### config.mk
export PLATFORM = sky130hd
export DESIGN_NAME = m_dmem_ctrl
export DESIGN_NICKNAME = d
export VERILOG_FILES = /design/src/rtl/m_dmem_ctrl.sv
export SDC_FILE = /design/constraint.sdc
export NUM_CORES = 1
export LEC_CHECK = 0
export ABC_AREA = 1
export BUFFER_PORTS_ARGS = -buffer_cell sky130_fd_sc_hd__buf_2
export CAP_MARGIN = 20
export CORE_MARGIN = 4
export CORE_UTILIZATION = 52
export CTS_CLUSTER_DIAMETER = 60
export DETAILED_ROUTE_END_ITERATION = 16
export PLACE_DENSITY = 0.82
export SLEW_MARGIN = 20
export SYNTH_ARGS = -nofsm -noshare
export SYNTH_HDL_FRONTEND = slang
export SYNTH_SLANG_ARGS = --single-unit
### constraint.sdc
create_clock -name clk -period 6.55 [get_ports clk]
set_clock_uncertainty 0.05 [all_clocks]
set_input_delay 0.655 -clock clk [delete_from_list [all_inputs] [get_ports clk]]
set_output_delay 0.655 -clock clk [all_outputs]
set_load 0.005 [all_outputs]
### src/rtl/m_dmem_ctrl.sv
// M-stage data-memory access controller: legality check, bus issue with byte lanes,
// variable-latency acknowledge wait and hand-off of the raw load word to the extender.
module m_dmem_ctrl #(
  parameter logic [31:0] ADDR_LIMIT = 32'h0000_3000
) (
  input  logic        clk,
  input  logic        reset,
  input  logic        req_valid,
  input  logic        req_we,
  input  logic [1:0]  req_size,
  input  logic [31:0] req_addr,
  input  logic [31:0] req_wdata,
  input  logic        req_kill,
  output logic        stall,
  output logic        bus_req,
  output logic        bus_we,
  output logic [31:0] bus_addr,
  output logic [3:0]  bus_byteen,
  output logic [31:0] bus_wdata,
  input  logic        bus_ack,
  input  logic [31:0] bus_rdata,
  output logic        rd_valid,
  output logic [31:0] rd_word,
  output logic [1:0]  rd_a,
  output logic        exc,
  output logic [4:0]  exc_code
);

  typedef enum logic [1:0] {S_IDLE, S_WAIT, S_DONE} state_t;

  state_t      state_q, state_d;
  logic        bus_req_q, bus_req_d;
  logic        bus_we_q, bus_we_d;
  logic [31:0] bus_addr_q, bus_addr_d;
  logic [3:0]  bus_byteen_q, bus_byteen_d;
  logic [31:0] bus_wdata_q, bus_wdata_d;
  logic        rd_valid_q, rd_valid_d;
  logic [31:0] rd_word_q, rd_word_d;
  logic [1:0]  rd_a_q, rd_a_d;

  logic [2:0]  nbytes;
  logic [32:0] end_addr;
  logic        misaligned, out_of_range, legal, live_req, issue;
  logic [3:0]  lane_mask;
  logic [31:0] lane_data;

  // Request decode: access width, alignment/range legality and lane placement.
  always_comb begin
    unique case (req_size)
      2'd0:    nbytes = 3'd1;
      2'd1:    nbytes = 3'd2;
      default: nbytes = 3'd4;
    endcase
    misaligned   = ((req_size == 2'd1) && req_addr[0]) ||
                   ((req_size[1]) && (req_addr[1:0] != 2'b00));
    // Sum is one bit wider so an access near 4 GiB cannot wrap back into range.
    end_addr     = {1'b0, req_addr} + {30'd0, nbytes};
    out_of_range = (req_addr >= ADDR_LIMIT) || (end_addr > {1'b0, ADDR_LIMIT});
    legal        = !misaligned && !out_of_range;
    live_req     = (state_q == S_IDLE) && req_valid && !req_kill;
    issue        = live_req && legal;

    unique case (req_size)
      2'd0: begin
        lane_mask = 4'b0001 << req_addr[1:0];
        lane_data = {4{req_wdata[7:0]}};
      end
      2'd1: begin
        lane_mask = req_addr[1] ? 4'b1100 : 4'b0011;
        lane_data = {2{req_wdata[15:0]}};
      end
      default: begin
        lane_mask = 4'b1111;
        lane_data = req_wdata;
      end
    endcase
  end

  assign stall    = issue || (state_q == S_WAIT);
  assign exc      = live_req && !legal;
  assign exc_code = exc ? (req_we ? 5'd5 : 5'd4) : 5'd0;

  // NOTE: every _d starts from a default so no path through the case leaves it unassigned (no latches).
  always_comb begin
    state_d      = state_q;
    bus_req_d    = bus_req_q;
    bus_we_d     = bus_we_q;
    bus_addr_d   = bus_addr_q;
    bus_byteen_d = bus_byteen_q;
    bus_wdata_d  = bus_wdata_q;
    rd_valid_d   = 1'b0;
    rd_word_d    = rd_word_q;
    rd_a_d       = rd_a_q;

    unique case (state_q)
      S_IDLE: begin
        if (issue) begin
          state_d      = S_WAIT;
          bus_req_d    = 1'b1;
          bus_we_d     = req_we;
          bus_addr_d   = {req_addr[31:2], 2'b00};
          bus_byteen_d = lane_mask;
          bus_wdata_d  = lane_data;
          rd_a_d       = req_addr[1:0];
        end
      end
      S_WAIT: begin
        // The transaction cannot be aborted, so req_kill is not looked at here.
        if (bus_ack) begin
          state_d      = S_DONE;
          bus_req_d    = 1'b0;
          bus_byteen_d = 4'b0000;
          if (!bus_we_q) begin
            rd_word_d  = bus_rdata;
            rd_valid_d = 1'b1;
          end
        end
      end
      default: begin
        // req_valid here still belongs to the instruction that just completed.
        state_d = S_IDLE;
      end
    endcase
  end

  // NOTE: sequential state uses non-blocking assignments so all flops update from pre-edge values.
  always_ff @(posedge clk or negedge reset) begin
    if (!reset) begin
      state_q      <= S_IDLE;
      bus_req_q    <= 1'b0;
      bus_we_q     <= 1'b0;
      bus_addr_q   <= '0;
      bus_byteen_q <= '0;
      bus_wdata_q  <= '0;
      rd_valid_q   <= 1'b0;
      rd_word_q    <= '0;
      rd_a_q       <= '0;
    end else begin
      state_q      <= state_d;
      bus_req_q    <= bus_req_d;
      bus_we_q     <= bus_we_d;
      bus_addr_q   <= bus_addr_d;
      bus_byteen_q <= bus_byteen_d;
      bus_wdata_q  <= bus_wdata_d;
      rd_valid_q   <= rd_valid_d;
      rd_word_q    <= rd_word_d;
      rd_a_q       <= rd_a_d;
    end
  end

  assign bus_req    = bus_req_q;
  assign bus_we     = bus_we_q;
  assign bus_addr   = bus_addr_q;
  assign bus_byteen = bus_byteen_q;
  assign bus_wdata  = bus_wdata_q;
  assign rd_valid   = rd_valid_q;
  assign rd_word    = rd_word_q;
  assign rd_a       = rd_a_q;

endmodule
==> results.md, run 1 <==
* N_diodes at 0
* Post-CTS Resized at 0
* Clock latency on the worst-skew pair at 0.36 ns
* Slew @ Worst Pin at 0.9266 ns
* TritonCTS clock tree: built
* CP max stage cell: nor2_8
* Pre-CTS WS at 1.607 ns
* Leakage at 0.003871 µW
* Cell area power density at 182.4 nW/µm²
* I/O pin total at 216
* Drt via density at 5.022
* Routed Antenna Nets at 0
* Netlist Area Pre-Place at 5187 µm²
* Drt wl/cell at 14.86 µm
* Largest net degree at the start of global routing at 72
* Seq/Total Area, Yosys at 50.65%
* DRC Markers at 0
* Via count at 4992
* Final setup violating endpoints at 0
* Critical Path, Cell by Cell: buf_2 -> inv_1 -> nand3_1 -> nand2_1 -> inv_2 -> ha_1 -> inv_1 -> nand2_1 -> nand2_1 -> nand2_2 -> nand2_1 -> nor2_2 -> nand3_1 -> nand2_1 -> nand3_1 -> nor2_1 -> nand4_4 -> nor2_8 -> inv_4 -> nand2_1 -> o21ai_2
* Num Clock Sinks at 105
* Critical path class: primary input to register
* Initial Util at 53.32%
* Fin nets at 962
* Largest delay share family, worst path: simple AND/OR/NAND/NOR gates
* RD Place Congestion at 0.8913
* TritonCTS Buffers at 9
* Yosys top cell area share at 50.65%
* Max-Cap Viols at 0
* Unique cell type count in the Yosys netlist at 34
* Status: finished, final reports clean
* PortBufs at 210
* Die Area at 11640 µm²
* Worst EP required at 6.74 ns
* Starting DRC count in detailed routing at 287
* Peak supply drop at 0.0001090 V
* Slew Viols, Final at 0
* Num rows at 36
* CP endpoint kind: register
* Minimum clock period at 4.558 ns
* Final Hold Fails at 0
* FMAX at 0.2194 GHz
* Total iterations of the first detailed-routing run at 5
* Die Y at 107.9 µm
* Worst-path fanout max at 63
* Post-synthesis register bit count at 105
* Crit path DAT at 4.74 ns
* Layout cell share with drive strength beyond 1 at 31.13%
* CTS Hold Bufs at 0
* Tightest Hold Check Type: primary input to async pin
* Setup TNS at 0 ns
* DP HPWL at 11.48 mm
* WL final at 14.77 mm
* Clk slew on worst S/H paths at 0.10 ns
* Top FF cell, synth: dfrtp_1
* Vias in the first global route at 4874
* Cells after synthesis at 660
* Initial antenna violation count at 1
* Clk root buf: clkbuf_8
* First-pass GRT wire length at 23.43 mm
* EDFF count, synth at 0
* H-tree depth at 3
* Setup bufs post-CTS at 0
* Worst path bufs/invs at 5
* GRT overflow at 0
* Startpoint Class: primary input
* Synth Area per Inst at 7.860 µm²
* YS warnings at 0
* RSZ-0062 raised after global routing: no
* CP peak stage delay at 0.60 ns
* Ys async rst share at 100.0%
* Dominant cell type by area after synthesis: dfrtp_1
* CP dominant cell by count: nand2_1
* Crit share post-route at 69.58%
* Core area at 9729 µm²
* Syn-to-layout area delta at 24.26%
* Top post-synthesis cells by area: dfrtp_1 51%, nand2_1 20%, o21ai_2 4.1%, inv_1 3.8%, nand3_1 3.6%
* Die W at 107.9 µm
* Rel. slew slack at 38.16%
* Clock Path Buffers at 2
* GRT Overall Usage at 25.65%
* Setup ws final at 1.992 ns
[final timing paths]
kind	to	slack [ns]	startpoint	cells after the start
worst min register to register	bus_wdata[7]	0.42	bus_wdata[7]	2
max in group asynchronous	rd_a[0]	5.04	reset	2
worst max-delay path	bus_wdata[12]	1.99	req_size[1]	21
min in group clk	rd_word[8]	0.41	bus_rdata[8]	3
worst min-delay path	bus_addr[19]	0.18	reset	1
worst max register to register	bus_wdata[12]	4.23	state_q[1]	7
[report_power, final]
| part | internal [µW] | leakage (µW) | switching (µW) |
|---|---|---|---|
| sequential | 648 | 0.00137 | 0.000190 |
| clock | 198 | 0.000103 | 216 |
| combinational | 39.5 | 0.00240 | 74.4 |
| total | 885 | 0.00387 | 291 |
[layout make-up]
type	count	area (µm²)
fillers	877	3283
flip-flops and latches	105	2628
multi-input cells	468	2142
repair buffers	212	1076
inverters	60	227.7
well taps	133	166.4
clock buffers	12	155.1
clock inverters	4	51.30
[Yosys cell counts (all sizes together), types with 8 or more instances]
| master | n |
|---|---|
| a21oi | 15 |
| buf | 23 |
| clkbuf | 8 |
| dfrtp | 105 |
| inv | 60 |
| nand2 | 282 |
| nand3 | 37 |
| nand4 | 14 |
| nor2 | 50 |
| nor3 | 12 |
| o21a | 9 |
| o21ai | 29 |
[metrics by stage]
step | hold slack [ns] | cell area [µm²] | utilization [%] | power, µW | cells
2_1_floorplan | 0.3094 | 5202 | - | 712.3 | 664
3_3_place_gp | 0.4060 | 6225 | 63.98 | 772.6 | 977
3_5_place_dp | 0.4048 | 6225 | 63.98 | 774.5 | 977
4_1_cts | 0.1849 | 6431 | 66.10 | 1180 | 993
5_1_grt | 0.1919 | 6446 | 66.26 | 1222 | 994
6_report | 0.1756 | 6446 | 66.26 | 1176 | 994
[placed cells by master (no fill, tap or decap), types with 3 or more instances in the layout]
| master | n |
|---|---|
| nand2_2 | 3 |
| dfrtp_1 | 105 |
| o21ai_2 | 24 |
| inv_2 | 7 |
| nor2_1 | 47 |
| inv_1 | 52 |
| o21ai_0 | 5 |
| clkbuf_8 | 11 |
| nand2_1 | 279 |
| nand4_1 | 13 |
| a21oi_1 | 15 |
| buf_2 | 209 |
| conb_1 | 5 |
| o21a_1 | 9 |
| nor3_1 | 12 |
| nand3_1 | 37 |
[routing by layer]
metal	vias to the layer above	part of all wire, %	GRT usage (%)
met2	201	50	44.94
met3	15	8.4	5.399
met4	2	1.1	6.132
li1	2450	-	-
met1	2324	40	32.49
met5	-	0.047	0
[worst register-to-register path, delay by kind of cell, from the launching register on]
kind	cells	cell delay, ns
flip-flops	1	0.41
buffers and inverters	2	0.57
AND/OR/NAND/NOR	4	1.09
AO/OA/AOI/OAI	1	0.08
[state kept, by name (all words and copies together) (netlist names)]
signal,count
state_q,2
bus_we,1
rd_a,2
bus_byteen,4
rd_word,32
bus_addr,30
bus_req,1
rd_valid,1
bus_wdata,32
[cells by family (layout without fill, tap and decap cells)]
kind of cell,after synthesis,count (layout),share of synthesized area (%)
AND/OR/NAND/NOR,404,404,32.51
flip-flops,105,105,50.65
buffers and inverters,91,288,8.345
AO/OA/AOI/OAI,56,56,7.766
adder cells (fa/ha/maj),2,2,0.4823
other,1,5,0.07229
XOR/XNOR,1,1,0.1689
(Power assumes the default switching activity.)
==> inputs of run 2 (changes only) <==
- CORE_UTILIZATION: 52 -> 48
- PLACE_DENSITY: 0.82 -> 0.76
- clock period: 6.55 -> 4.6 ns (I/O delays scaled with it)
==> results.md, run 2 (synthesis results as in run 1) <==
* Status: finished, final reports clean
* WL final at 15.24 mm
* Die Area at 12530 µm²
* N_diodes at 0
* Die Y at 112.0 µm
* Slew @ Worst Pin at 1.065 ns
* Drt via density at 5.024
* Die W at 112.0 µm
* Starting DRC count in detailed routing at 443
* Crit path DAT at 2.93 ns
* Via count at 5024
* RSZ-0062 raised after global routing: no
* Largest delay share family, worst path: simple AND/OR/NAND/NOR gates
* RD Place Congestion at 0.9338
* Slew Viols, Final at 0
* Area occupied by registers at 2628 µm²
* Hold slack at 0.2041 ns
* FMAX at 0.2905 GHz
* Clock Path Buffers at 2
* Num Clock Sinks at 105
* Clock latency on the worst-skew pair at 0.37 ns
* CP peak stage delay at 0.26 ns
* Num rows at 37
* Startpoint Class: primary input
* Final Hold Fails at 0
* Tightest Hold Check Type: primary input to async pin
* Cell area power density at 274.3 nW/µm²
* Largest net degree at the start of global routing at 77
* Fillers at 936
* Clk slew on worst S/H paths at 0.10 ns
* Syn-to-layout area delta at 25.47%
* TritonCTS clock tree: built
* Core area at 10420 µm²
* GRT Overall Usage at 24.36%
* Most frequent cells in the layout: 279 x nand2_1, 209 x buf_2, 105 x dfrtp_1
* CP max stage cell: nor2_4
* Most common cell after layout, fill and taps aside: nand2_1
* Crit share post-route at 74.82%
* Post-layout instance area at 6509 µm²
* Max-Cap Viols at 0
* Fin nets at 965
* Worst EP required at 4.09 ns
* Peak supply drop at 0.0001867 V
* Final setup violating endpoints at 0
* Critical path class: primary input to output pin
* H-tree depth at 3
* Critical Path, Cell by Cell: buf_2 -> nor2_4 -> ha_1 -> ha_1 -> inv_1 -> nand2_1 -> nand2_1 -> nand2_2 -> nand2_1 -> nor2_2 -> nand3_1 -> nand2_1 -> nand3_1 -> nor2_1 -> nand4_4 -> o21bai_1 -> buf_2
* DRC Markers at 0
* Layout cell share with drive strength beyond 1 at 31.48%
* Routed Antenna Nets at 0
* Clk root buf: clkbuf_8
* Initial Util at 49.80%
* CP dominant cell by count: nand2_1
* Total iterations of the first detailed-routing run at 5
* Initial antenna violation count at 1
* Minimum clock period at 3.442 ns
* CTS Hold Bufs at 0
* Rel. slew slack at 28.83%
* Setup bufs post-CTS at 0
* First-pass GRT wire length at 24.70 mm
* Post-CTS Resized at 0
* Post-DP Area at 6259 µm²
* PortBufs at 210
* Area of the multi-input gates at 2142 µm²
* Total power at 1786 µW
* DP HPWL at 11.77 mm
* GRT overflow at 0
* Setup TNS at 0 ns
* Drt wl/cell at 15.24 µm
* CP endpoint kind: output pin
* Leakage at 0.003907 µW
* Worst-path fanout max at 15
* Worst path bufs/invs at 3
* I/O pin total at 216
* Vias in the first global route at 4920
* TritonCTS Buffers at 9
run 2: changes by cell type in the layout (fill, tap and decap cells not counted):
cell        previous run  this run
inv_6                  0         1
buf_4                  2         6
buf_8                  1         0
clkinvlp_4             1         0
clkbuf_8              11        10
bufinv_16              1         3
clkbuf_1               1         0
run 2: power breakdown:
group / switching (µW) / internal (µW)
Sequential: 0.000266 / 922
Combinational: 108 / 57.5
Clock: 320 / 378
run 2: path summary, 6_finish.rpt:
kind | from | endpoint | slack, ns | cells past startpoint
min in group clk | bus_rdata[5] | rd_word[5] | 0.23 | 3
worst max register to register | state_q[1] | rd_word[25] | 1.84 | 5
max in group asynchronous | reset | bus_wdata[31] | 3.33 | 2
worst min register to register | bus_req | bus_req | 0.43 | 2
worst min-delay path | reset | bus_addr[31] | 0.20 | 1
worst max-delay path | req_size[0] | stall | 1.16 | 17
run 2: per-stage QoR:
step | setup slack [ns] | cells | utilization [%]
after floorplan | 1.637 | 664 | -
after global placement | 1.159 | 984 | 60.08
after detailed placement | 0.9934 | 984 | 60.08
after CTS | 1.145 | 1000 | 62.49
after global routing | 0.8831 | 1000 | 62.49
final | 1.158 | 1000 | 62.49
run 2: area by class of cell:
type                       instances  share of cell area [%]
clock buffer                      10                   2.115
clock inverter                     6                   1.730
inverter                          60                   3.499
multi-input combinational        468                   32.91
sequential                       105                   40.37
tap                              136                   2.614
timing repair buffer             215                   16.76
run 2: routing by layer:
layer,wire [µm],GRT usage [%]
met4,235,6.250
met1,6166,30.79
met3,1278,6.359
met5,7,0
met2,7548,41.81
==> inputs of run 3 (changes only) <==
- ABC_AREA: 1 -> 0
- CORE_UTILIZATION: 48 -> 43
- PLACE_DENSITY: 0.76 -> 0.73
- clock period: 4.6 -> 2.9 ns (I/O delays scaled with it)
==> results.md, run 3 <==
* EDFF count, synth at 0
* Drt via density at 4.906
* DP HPWL at 9.072 mm
* Status: finished, final reports clean
* Switching portion of total power at 22.54%
* Worst hold path stage count at 2
* Internal Power at 2362 µW
* Initial antenna violation count at 0
* PortBufs at 210
* DRC Markers at 0
* Initial Util at 44.51%
* Rel. slew slack at 50.55%
* First-pass GRT wire length at 18.88 mm
* Peak supply drop at 0.0003603 V
* Cells after synthesis at 358
* Hold path start: bus_ack
* Setup ws final at 0.07451 ns
* Fin nets at 688
* R2r startpoint: state_q[0]
* Clk root buf: clkbuf_16
* Most frequent cell after synthesis: dfrtp_1
* Post-layout instance area at 6621 µm²
* Clk slew on worst S/H paths at 0.07 ns
* Seq/Total Area, Yosys at 53.98%
* TritonCTS clock tree: built
* End of the worst register-to-register path: bus_wdata[28]
* Ys async rst share at 100.0%
* Slew Viols, Final at 0
* R2R Setup Slk at 0.85 ns
* Most common cell after layout, fill and taps aside: buf_2
* Via count at 3562
* Vias in the first global route at 3735
* CP endpoint kind: output pin
* Crit share post-route at 97.43%
* NetSw at 687.2 µW
* Num Clock Sinks at 105
* TritonCTS Buffers at 9
* Core area at 10940 µm²
* Final core occ at 60.55%
* Post-DP Area at 6161 µm²
* N_diodes at 0
* Pre-CTS WS at -0.1248 ns
* YS warnings at 0
* Minimum clock period at 2.825 ns
* Flop pwr share at 49.7%
* I/O pin total at 216
* Top post-synthesis cells by area: dfrtp_1 54%, mux2_4 14%, mux2_2 12%, mux2i_1 2.7%, and2_1 2.4%
* Cell area power density at 460.5 nW/µm²
* WL final at 12.21 mm
* Most frequent cells in the layout: 209 x buf_2, 105 x dfrtp_1, 50 x mux2_2
* Total iterations of the first detailed-routing run at 4
* Syn-to-layout area delta at 36.04%
* Die Area at 13090 µm²
* Hold Path Sink: state_q[0]
* Starting DRC count in detailed routing at 225
* Top FF cell, synth: dfrtp_1
* H-tree depth at 3
* Part of the power in combinational logic at 11.1%
* Leakage at 0.003754 µW
* Yosys top cell area share at 53.98%
* Largest net degree at the start of global routing at 55
* Dominant cell type by area after synthesis: dfrtp_1
* Synth Area per Inst at 13.60 µm²
* Die Y at 114.4 µm
* Crit path from: req_size[1]
* Worst EP required at 2.56 ns
* Worst-path fanout max at 4
* Routed Antenna Nets at 0
* Final Hold Fails at 0
* Crit path DAT at 2.49 ns
* Setup TNS at 0 ns
* Slew @ Worst Pin at 0.7315 ns
* FMAX at 0.3539 GHz
* Clock latency on the worst-skew pair at 0.33 ns
* Num rows at 38
* Clock Path Buffers at 2
* Clock share of power at 39.2%
* Worst reg2reg path depth at 5
* Startpoint Class: primary input
* GRT Overall Usage at 18.24%
* Die W at 114.4 µm
* Commonest cells post-synth: 105 x dfrtp_1, 50 x mux2_2, 45 x mux2_4
* Post-synthesis register bit count at 105
* Netlist Area Pre-Place at 4867 µm²
* Layout cell share with drive strength beyond 1 at 61.26%
* RD Place Congestion at 0.8112
* Unique cell type count in the Yosys netlist at 45
* GRT overflow at 0
* Critical path class: primary input to output pin
* Final setup violating endpoints at 0
* Tightest Hold Check Type: primary input to register
* Drt wl/cell at 16.82 µm
* Max-Cap Viols at 0
## run 3: cell types whose count changed after synthesis, moves of 7 or more
| cell | delta |
|---|---|
| inv_2 | -7 |
| nand3_1 | -33 |
| nand4_1 | -10 |
| mux2_2 | +50 |
| o21a_1 | -8 |
| nor3_1 | -9 |
| mux2i_1 | +13 |
| nor2_1 | -36 |
| and2_1 | +17 |
| o21ai_2 | -24 |
| inv_1 | -49 |
| a21oi_1 | -11 |
| mux2_4 | +45 |
| nand2_1 | -257 |
## run 3: final cells by class
type                    instances  area, µm²
fillers                       897       4314
flip-flops and latches        105       2628
multi-input cells             230       2223
repair buffers                233       1290
clock buffers                  11      242.7
well taps                     140      175.2
clock inverters                 4      51.30
inverters                       3      11.26
## run 3: worst max path at each step
stage                  end  slack, ns
2_1_floorplan  bus_addr[2]      -0.14
3_3_place_gp         stall      -0.03
3_5_place_dp         stall      -0.12
4_1_cts        exc_code[0]       0.01
5_1_grt        exc_code[0]      -0.03
6_report       exc_code[0]       0.07
## run 3: timing repair
action / in CTS / in global routing
hold buffers: 1 / 0
setup endpoints to repair: 2 / 4
gates resized for setup: 6 / 12
buffers inserted: 1 / 5
pin swaps: 1 / 8
endpoints found under the hold margin: 51 / 0
## run 3: through the flow
stage | total power [µW] | hold slack, ns | cells
2_1_floorplan | 1684 | -0.05559 | 362
3_3_place_gp | 1850 | 0.3105 | 704
3_5_place_dp | 1863 | 0.3147 | 704
4_1_cts | 3071 | 0.1233 | 721
5_1_grt | 3186 | 0.1234 | 726
6_report | 3049 | 0.1343 | 726
## run 3: cells by family (layout without fill, tap and decap cells)
logic type                 Yosys count  after routing  share of synthesized area, %
other                                1              5                       0.07705
buffers and inverters               27            251                         3.470
muxes                              108            108                         28.12
AOI/OAI and AO/OA                   33             33                         4.602
DFF                                105            105                         53.98
adders and majority gates            3              3                        0.7454
xor gates and xnor gates             3              3                        0.5399
and+or+nand+nor                     78             78                         8.458
## run 3: layer usage
layer  global-route usage [%]  vias to the layer above  share of wire, %
met2                    30.07                      156                49
li1                         -                     1702                 -
met1                    24.03                     1682                42
met3                    3.541                       22               6.7
met4                    6.492                        0               2.6
met5                        0                        -                 0
## run 3: critical path, stage by stage
cell and delay (ns):
buf_2 0.14, nand2b_4 0.17, xnor2_4 0.15, ha_4 0.17, o211ai_1 0.23, o21a_2 0.25, and3_1 0.19, o2bb2ai_2 0.08
o31ai_4 0.30, a21boi_1 0.10, buf_4 0.15, and2_1 0.14, buf_2 0.12
## run 3: power groups by stage
stage                     clock network (µW)  registers (µW)  logic [µW]
after floorplan                            0            1550         136
after global placement                     0            1540         309
after detailed placement                   0            1540         319
after CTS                               1230            1520         329
after global routing                    1290            1520         376
final                                   1190            1520         339
